==> src/rtl/hycontrol_packet_buffer.sv <==
// Multi-slot HY control packet buffer: framed words in, committed packets replayed in arrival order with length.
// First word valid two cycles after commit; s_ready low while every slot holds an unread packet; outputs hold under m_ready low.
module hycontrol_packet_buffer #(
  parameter int DATA_WIDTH = 8,
  parameter int ADDR_WIDTH = 5,
  parameter int SLOT_BITS  = 1
) (
  input  logic                  clk,
  input  logic                  rst,
  input  logic                  s_valid,
  input  logic [DATA_WIDTH-1:0] s_data,
  input  logic                  s_last,
  input  logic                  s_abort,
  output logic                  s_ready,
  output logic                  m_valid,
  output logic [DATA_WIDTH-1:0] m_data,
  output logic                  m_last,
  output logic [ADDR_WIDTH:0]   m_len,
  input  logic                  m_ready,
  output logic [SLOT_BITS:0]    pkt_count,
  output logic                  overflow_err
);

  localparam int SLOTS = 1 << SLOT_BITS;
  localparam int WORDS = 1 << (SLOT_BITS + ADDR_WIDTH);

  localparam logic W_ACCEPT = 1'b0;
  localparam logic W_DROP   = 1'b1;

  localparam logic [1:0] R_IDLE  = 2'd0;
  localparam logic [1:0] R_FETCH = 2'd1;
  localparam logic [1:0] R_SEND  = 2'd2;

  localparam logic [SLOT_BITS:0]    FULL_CNT = {1'b1, {SLOT_BITS{1'b0}}};
  localparam logic [SLOT_BITS:0]    PKT_ONE  = 1;
  localparam logic [SLOT_BITS-1:0]  SLOT_ONE = 1;
  localparam logic [ADDR_WIDTH-1:0] IDX_ONE  = 1;
  localparam logic [ADDR_WIDTH-1:0] LAST_IDX = {ADDR_WIDTH{1'b1}};
  localparam logic [ADDR_WIDTH:0]   LEN_ONE  = 1;

  logic [DATA_WIDTH-1:0]             mem [WORDS];
  logic [SLOTS-1:0][ADDR_WIDTH:0]    len_mem;

  logic                              w_state;
  logic [SLOT_BITS-1:0]              wr_slot;
  logic [ADDR_WIDTH-1:0]             wr_idx;
  logic [1:0]                        r_state;
  logic [SLOT_BITS-1:0]              rd_slot;
  logic [ADDR_WIDTH-1:0]             rd_idx;

  logic                              accept;
  logic                              wr_beat;
  logic                              commit;
  logic                              overflow_hit;
  logic                              rd_adv;
  logic                              rd_done;
  logic                              rd_next;
  logic [ADDR_WIDTH-1:0]             rd_idx_nxt;
  logic [SLOT_BITS+ADDR_WIDTH-1:0]   rd_addr;

  assign s_ready      = (pkt_count != FULL_CNT);
  assign accept       = s_valid && s_ready;
  assign wr_beat      = accept && !s_abort && (w_state == W_ACCEPT);
  assign commit       = wr_beat && s_last;
  assign overflow_hit = wr_beat && !s_last && (wr_idx == LAST_IDX);

  assign rd_adv     = (r_state == R_SEND) && m_ready;
  assign rd_done    = rd_adv && m_last;
  assign rd_next    = rd_adv && !m_last;
  assign rd_idx_nxt = rd_idx + IDX_ONE;
  // Read-ahead: while a word is handed over, the next one is fetched into m_data.
  assign rd_addr    = (r_state == R_FETCH) ? {rd_slot, {ADDR_WIDTH{1'b0}}} : {rd_slot, rd_idx_nxt};

  always_ff @(posedge clk) begin
    if (wr_beat) begin
      mem[{wr_slot, wr_idx}] <= s_data;
    end
  end

  always_ff @(posedge clk or posedge rst) begin
    if (rst) begin
      w_state      <= W_ACCEPT;
      wr_slot      <= '0;
      wr_idx       <= '0;
      len_mem      <= '0;
      overflow_err <= 1'b0;
    end else begin
      overflow_err <= overflow_hit;
      if (accept) begin
        if (s_abort) begin
          wr_idx  <= '0;
          w_state <= W_ACCEPT;
        end else if (w_state == W_DROP) begin
          if (s_last) begin
            w_state <= W_ACCEPT;
          end
        end else if (s_last) begin
          len_mem[wr_slot] <= {1'b0, wr_idx} + LEN_ONE;
          wr_slot          <= wr_slot + SLOT_ONE;
          wr_idx           <= '0;
        end else if (wr_idx == LAST_IDX) begin
          w_state <= W_DROP;
          wr_idx  <= '0;
        end else begin
          wr_idx <= wr_idx + IDX_ONE;
        end
      end
    end
  end

  always_ff @(posedge clk or posedge rst) begin
    if (rst) begin
      pkt_count <= '0;
    end else if (commit && !rd_done) begin
      pkt_count <= pkt_count + PKT_ONE;
    end else if (rd_done && !commit) begin
      pkt_count <= pkt_count - PKT_ONE;
    end
  end

  always_ff @(posedge clk or posedge rst) begin
    if (rst) begin
      m_data <= '0;
    end else if ((r_state == R_FETCH) || rd_next) begin
      m_data <= mem[rd_addr];
    end
  end

  always_ff @(posedge clk or posedge rst) begin
    if (rst) begin
      r_state <= R_IDLE;
      rd_slot <= '0;
      rd_idx  <= '0;
      m_valid <= 1'b0;
      m_last  <= 1'b0;
      m_len   <= '0;
    end else begin
      case (r_state)
        R_IDLE: begin
          if (pkt_count != '0) begin
            r_state <= R_FETCH;
          end
        end
        R_FETCH: begin
          r_state <= R_SEND;
          rd_idx  <= '0;
          m_valid <= 1'b1;
          m_len   <= len_mem[rd_slot];
          m_last  <= (len_mem[rd_slot] == LEN_ONE);
        end
        R_SEND: begin
          if (rd_done) begin
            m_valid <= 1'b0;
            m_last  <= 1'b0;
            m_len   <= '0;
            rd_slot <= rd_slot + SLOT_ONE;
            // A commit landing on the same edge still counts as "another packet".
            r_state <= ((pkt_count > PKT_ONE) || commit) ? R_FETCH : R_IDLE;
          end else if (rd_next) begin
            rd_idx <= rd_idx_nxt;
            m_last <= (({1'b0, rd_idx_nxt} + LEN_ONE) == m_len);
          end
        end
        default: r_state <= R_IDLE;
      endcase
    end
  end

endmodule

==> config.mk <==
export PLATFORM = sky130hd
export DESIGN_NAME = hycontrol_packet_buffer
export DESIGN_NICKNAME = d
export VERILOG_FILES = /design/src/rtl/hycontrol_packet_buffer.sv
export SDC_FILE = /design/constraint.sdc
export NUM_CORES = 1
export LEC_CHECK = 0
export CAP_MARGIN = 20
export CORE_UTILIZATION = 62
export DETAILED_ROUTE_END_ITERATION = 8
export GPL_TIMING_DRIVEN = 1
export PLACE_DENSITY = 0.79
export SLEW_MARGIN = 25
export SYNTH_ARGS = -nofsm -noshare
export SYNTH_HDL_FRONTEND = slang
export SYNTH_SLANG_ARGS = --single-unit
==> constraint.sdc <==
create_clock -name clk -period 3.55 [get_ports clk]
set_input_delay 0.8875 -clock clk [delete_from_list [all_inputs] [get_ports clk]]
set_output_delay 0.8875 -clock clk [all_outputs]
set_load 0.01 [all_outputs]
==> results of run 1 <==
==> layout by cell type, fill, tap and decap left out, types with 32 or more instances in the layout <==
cell,count
nor2_1,94
clkbuf_16,53
a221oi_1,34
a21oi_1,32
nand2_1,94
edfxtp_1,512
o21ai_0,46
mux2_2,41
buf_4,102
o22ai_1,48
dfrtp_1,45
a211oi_1,43
mux2i_1,73
==> layer usage <==
metal / GRT usage / part of all wire / up-vias
met4: 0.155 / 0.049 / 8
met3: 0.0929 / 0.11 / 201
li1: - / - / 6176
met5: 0 / 0.00084 / -
met2: 0.517 / 0.47 / 924
met1: 0.423 / 0.36 / 7284
==> sequential cells by signal (all words and copies together) (netlist names), 2 cells and up <==
signal	flops
mem	512
len_mem	12
rd_idx	5
m_data	8
wr_idx	5
r_state	2
m_len	6
pkt_count	2
==> worst max path at each step <==
stage / endpoint / cells after the start
final: m_data[3]$_DFFE_PP0P_ / 8
after global routing: m_data[5]$_DFFE_PP0P_ / 8
after CTS: m_data[3]$_DFFE_PP0P_ / 8
after detailed placement: mem[60][0]$_DFFE_PP_ / 6
after global placement: mem[31][6]$_DFFE_PP_ / 6
after floorplan: m_data[2]$_DFFE_PP0P_ / 13
==> report_power, final <==
group / internal (uW) / total (uW) / switching, uW / leakage [uW]
Clock: 3590 / 6000 / 2410 / 0.000905
Combinational: 1970 / 5280 / 3310 / 0.00282
Sequential: 7360 / 7610 / 252 / 0.00520
Total: 12900 / 18900 / 5970 / 0.00893
==> stage by stage <==
stage	hold slack [ns]	setup slack, ns
after floorplan	0.462	0.649
after global placement	0.460	0.328
after detailed placement	0.464	0.204
after CTS	0.478	0.325
after global routing	0.531	0.155
final	0.473	0.178
==> cell type report <==
type                            count  area [sq um]
Antenna cell                        1          2.50
Fill cell                        2207         10300
Tap cell                          468           586
Clock inverter                     34           462
Timing Repair Buffer              145          1260
Inverter                           17          63.8
Sequential cell                   558         16500
Multi-Input combinational cell    822          6100
Clock buffer                       61          1390
==> worst max-delay path, delay by kind of cell, from the launching register on <==
kind	cells	cell delay (ns)
xor+xnor	1	0.37
flops	1	0.53
compound gates	3	1.06
buf+inv	1	0.23
fa+ha+maj	1	0.47
simple gates	2	0.53
==> logic make-up after synthesis <==
family | after synthesis | share of synthesized area
AOI/OAI and AO/OA | 344 | 0.108
xor gates and xnor gates | 17 | 0.00847
adders and majority gates | 12 | 0.00647
buffers and inverters | 120 | 0.0254
DFF | 558 | 0.712
muxes | 138 | 0.0747
and+or+nand+nor | 311 | 0.0642
==> out/results.txt, run 1 <==
Status: finished, final reports clean
Worst R2R Path Depth: 8
Hold Crit Class: reg -> reg
Leak pwr: 0.00893 uW
Worst setup EP type: flop
Post-synth top area cell: edfxtp_1
CTS resizes: 0
Drt total wl: 60700 um
Post-synth ARST share: 0.0824
Max VDD drop: 641 uV
Top-count cell post-synth: edfxtp_1
Cells along the critical path: ha_1, xor2_4, buf_12, nand2_2, a21oi_1, o32ai_1, o31ai_1, nand3_1
Half-perimeter wire length after placement: 38500 um
Post-CTS setup buffers: 0
Critical path required time: 3.99 ns
Synth Register Bits: 558
Clock transition at path regs: 0.06 ns
Setup Skew: 0.0234 ns
Count of cell types in the netlist: 70
Final max-slew violation count: 0
Post-Syn Area: 0.0232 sq mm
Worst-Margin Slew: 0.875 ns
TNS Setup: 0 ns
Die H: 195 um
Syn Nets: 1526
EDFF count, synth: 512
End of the worst hold path: m_valid$_DFFE_PP0P_
Layout cells sized above 1: 0.178
Startpoint types: flop
DRC errors left: 0
First-pass GRT wire length: 90600 um
Avg Cell Area, Syn: 15.5 sq um
Hold_buf cts: 0
Clk_lat worst skew: 0.61 ns
FF-to-FF Start: rd_idx[0]$_DFFE_PP0P_
CTS tree: built
DR vias/cell: 6.93
Initial Util: 0.632
CP Class: reg -> reg
Sink Count: 558
Worst Setup SP: rd_idx[0]$_DFFE_PP0P_
Highest clock rate: 297 MHz
Routed Antenna Nets: 0
Synth top area share: 0.663
RSZ-0062 raised after global routing: no
Period utilization: 0.950
Post-synth top flop: edfxtp_1
Die ar.: 0.0382 sq mm
DP Cell Count: 2010
Gr ovfl total: 0
Net count, final: 1623
Mapped Cells: 1500
Root Driver: clkbuf_16
Die width: 195 um
Initial DRT Pass Iterations: 5
I/O pin count: 34
Worst R2R End: m_data[3]$_DFFE_PP0P_
Non-Filler Instances: 2106
Routed length per instance: 28.8 um
DR vias: 14600
Total track usage: 0.328
Largest net degree at the start of global routing: 65
Pwr/cell area: 716 mW/mm^2
Worst hold start: m_valid$_DFFE_PP0P_
Worst reg2reg setup slack: 0.18 ns
Overall Power: 18900 uW
Syn. warnings: 0
Slowest-stage cell, CP: dfrtp_4
Final setup viols: 0
Cell area after layout: 0.0264 sq mm
CP max stage delay: 0.53 ns
Seq/Total Area, Yosys: 0.712
GPL Wtd Cong: 0.986
I/O Buffers: 33
Total number of placement rows: 70
Hold Path Cell Cnt: 2
Count of final hold-check violations: 0
Post-synth top cells: edfxtp_1 (512), nand2_1 (94), nor2_1 (94)
WP data arrival: 3.81 ns
CP max FO: 27
Vias in the first global route: 14500
Relative slew slack: 0.417
Clock tree buffer depth: 3
Synth top area cells: edfxtp_1 (66%), dfrtp_1 (5.0%), mux2i_1 (3.1%), mux4_2 (2.3%), mux2_2 (2.0%)
Area grow syn2layout: 13.8%
Inserted Clock Buffers: 53
DP Area: 0.0245 sq mm
Initial antenna violation count: 5
Maxcap violations: 0
Drt first-iter violations: 1979
Core ar.: 0.0367 sq mm
Fin crit period: 3.37 ns
CTS H-tree depth: 2
Fin util: 0.719
Note: power is estimated with default switching activity, not from simulation.
==> run 2, diff against run 1 <==
--- a/config.mk
+++ b/config.mk
@@ -10,6 +10,7 @@
 export DETAILED_ROUTE_END_ITERATION = 8
 export GPL_TIMING_DRIVEN = 1
 export PLACE_DENSITY = 0.79
+export REMOVE_ABC_BUFFERS = 1
 export SLEW_MARGIN = 25
 export SYNTH_ARGS = -nofsm -noshare
 export SYNTH_HDL_FRONTEND = slang
==> run 2 against run 1 <==
Effect of this change: clock power shrank 12%; via count grew 1.5%; count of clock-buffer cells in the layout is the same; clock skew shrank 0.0081 ns; cell area shrank 0.74%; setup slack lost 0.11 ns; final cell count grew 0.47%; sequential power is essentially flat; global-route usage shrank 0.35 points; maximum frequency shrank 3.1%; largest power group unchanged; critical path depth is the same; routed wire length shrank 0.34%.
==> out/results.txt, run 2 (synthesized netlist as in run 1, its figures left out) <==
CTS tree: built
CTS H-tree depth: 2 (unchanged)
Slowest-stage cell, CP: or4_1
I/O pin count: 34 (unchanged)
Largest net degree at the start of global routing: 85 (+31%)
Highest clock rate: 287 MHz (-3.1%)
Hold_buf cts: 0 (unchanged)
Number of flip-flops in the largest register: 512 (unchanged)
Maxcap violations: 0 (unchanged)
Worst reg2reg setup slack: 0.07 ns (-0.11 ns)
Clock tree buffer depth: 3 (unchanged)
Final max-slew violation count: 0 (unchanged)
Startpoint types: flop
Root Driver: clkbuf_16
Count of final hold-check violations: 0 (unchanged)
Worst-Margin Slew: 0.850 ns (-0.0248 ns)
End of the worst hold path: len_mem[6]$_DFFE_PP0P_
GPL Wtd Cong: 0.926 (-6.1%)
Period utilization: 0.981 (+0.0307)
Non-Filler Instances: 2116 (+0.47%)
# diodes: 0 (-1)
Most frequent cells in the layout: edfxtp_1 (512), buf_4 (115), nand2_1 (94), nor2_1 (94), mux2i_1 (73)
Worst setup EP type: flop
Drt first-iter violations: 1818 (-8.1%)
Top reg by flops: mem
Clk_lat worst skew: 0.59 ns (-0.02 ns)
RSZ-0062 raised after global routing: no
Initial DRT Pass Iterations: 6 (+1)
Worst Path Buf+Inv: 1 (unchanged)
Fin util: 0.714 (-0.00528)
Die H: 195 um (unchanged)
Total number of placement rows: 70 (unchanged)
Fin crit period: 3.48 ns (+0.109 ns)
Crit path max-delay family: simple AND/OR/NAND/NOR gates
Die width: 195 um (unchanged)
FF-to-FF Start: rd_idx[0]$_DFFE_PP0P_
Worst R2R End: m_data[2]$_DFFE_PP0P_
Setup Skew: 0.0153 ns (-0.00814 ns)
Routed Antenna Nets: 0 (unchanged)
Drt total wl: 60500 um (-0.34%)
Total track usage: 0.324 (-0.00353)
Post-CTS setup buffers: 0 (unchanged)
Layout cells sized above 1: 0.176 (-0.00240)
Max VDD drop: 431 uV (-33%)
Cells along the critical path: inv_1, ha_4, nor2_4, a22o_1, a221oi_1, or4_1, a311oi_1, a211o_1
Vias in the first global route: 14600 (+0.44%)
Area grow syn2layout: 12.9%
Commonest non-fill, non-tap cell in the layout: edfxtp_1
WP data arrival: 4.00 ns (+0.19 ns)
Inserted Clock Buffers: 53 (unchanged)
I/O Buffers: 33 (unchanged)
Hold Crit Class: reg -> reg
Hold slack: 0.508 ns (+0.0345 ns)
Half-perimeter wire length after placement: 39100 um (+1.6%)
Fillers: 2328 (+5.5%)
Final setup viols: 0 (unchanged)
DP Cell Count: 2020 (+0.50%)
CP max stage delay: 0.61 ns (+0.08 ns)
CTS resizes: 0 (unchanged)
Gr ovfl total: 0 (unchanged)
CP max FO: 30 (+11%)
DRC errors left: 0 (unchanged)
Die ar.: 0.0382 sq mm (unchanged)
Worst hold start: len_mem[6]$_DFFE_PP0P_
Initial Util: 0.632 (unchanged)
Net count, final: 1633 (+0.62%)
First-pass GRT wire length: 90400 um (-0.14%)
Leak pwr: 0.00884 uW (-1.1%)
Status: finished, final reports clean
Critical path required time: 4.07 ns (+0.08 ns)
Relative slew slack: 0.434 (+0.0166)
Worst R2R Path Depth: 8 (unchanged)
Biggest regs: mem: 512 flops, len_mem: 12 flops, m_data: 8 flops
DR vias/cell: 7.00 (+1.0%)
Sink Count: 558 (unchanged)
Pwr/cell area: 695 mW/mm^2 (-3.0%)
Hold Path Cell Cnt: 2 (unchanged)
DR vias: 14800 (+1.5%)
Clock transition at path regs: 0.06 ns (about the same)
Initial antenna violation count: 0 (-5)
CP Class: reg -> reg
Routed length per instance: 28.6 um (-0.81%)
Core ar.: 0.0367 sq mm (unchanged)
==> run 2: report_power, final <==
part           switching [uW]  total [uW]  internal [uW]  leakage, uW
combinational            3240        5260           2020      0.00286
clock                    2370        5310           2940     0.000776
sequential                263        7620           7360      0.00520
total                    5870       18200          12300      0.00884
==> run 2: routing by layer <==
metal  global-route usage  wire length, um  vias up
li1                     -                -     6209
met1                0.437            22200     7398
met2                0.503            28200     1002
met3               0.0753             7120      206
met4                0.158             2960        0
met5                    0                0        -
==> run 2: layout make-up <==
class	instances	area (sq um)	area share
clock buffers	61	1360	0.0518
clock inverters	35	248	0.00946
inverters	17	63.8	0.00244
multi-input cells	822	6100	0.233
flip-flops and latches	558	16500	0.631
well taps	468	586	0.0224
repair buffers	155	1310	0.0500
==> run 2: worst max-delay path by stage <==
| stage | endpoint | slack [ns] | cells past startpoint | start |
|---|---|---|---|---|
| 6_report | m_data[2]$_DFFE_PP0P_ | 0.07 | 8 | rd_idx[0]$_DFFE_PP0P_ |
| 5_1_grt | m_data[2]$_DFFE_PP0P_ | 0.03 | 8 | rd_idx[0]$_DFFE_PP0P_ |
| 4_1_cts | m_data[2]$_DFFE_PP0P_ | 0.13 | 8 | rd_idx[0]$_DFFE_PP0P_ |
| 3_5_place_dp | m_data[2]$_DFFE_PP0P_ | 0.16 | 8 | rd_idx[0]$_DFFE_PP0P_ |
| 3_3_place_gp | mem[44][4]$_DFFE_PP_ | 0.25 | 6 | s_valid |
| 2_1_floorplan | m_data[7]$_DFFE_PP0P_ | -6.46 | 7 | rd_idx[0]$_DFFE_PP0P_ |
==> run 2: worst min-delay path, stage by stage, from the launching register on <==
cell     delay [ns]
dfrtp_1        0.36
nand2_1        0.05
o21ai_0        0.06
==> run 2: stage by stage <==
stage          setup slack (ns)  setup TNS [ns]  instance area, sq um  power [uW]
6_report                 0.0692               0                 26200       18200
5_1_grt                  0.0276               0                 26200       18800
4_1_cts                   0.130               0                 26200       18100
3_5_place_dp              0.163               0                 24600       12900
3_3_place_gp              0.247               0                 24600       12700
2_1_floorplan             -6.46          -63.65                 22700       10800
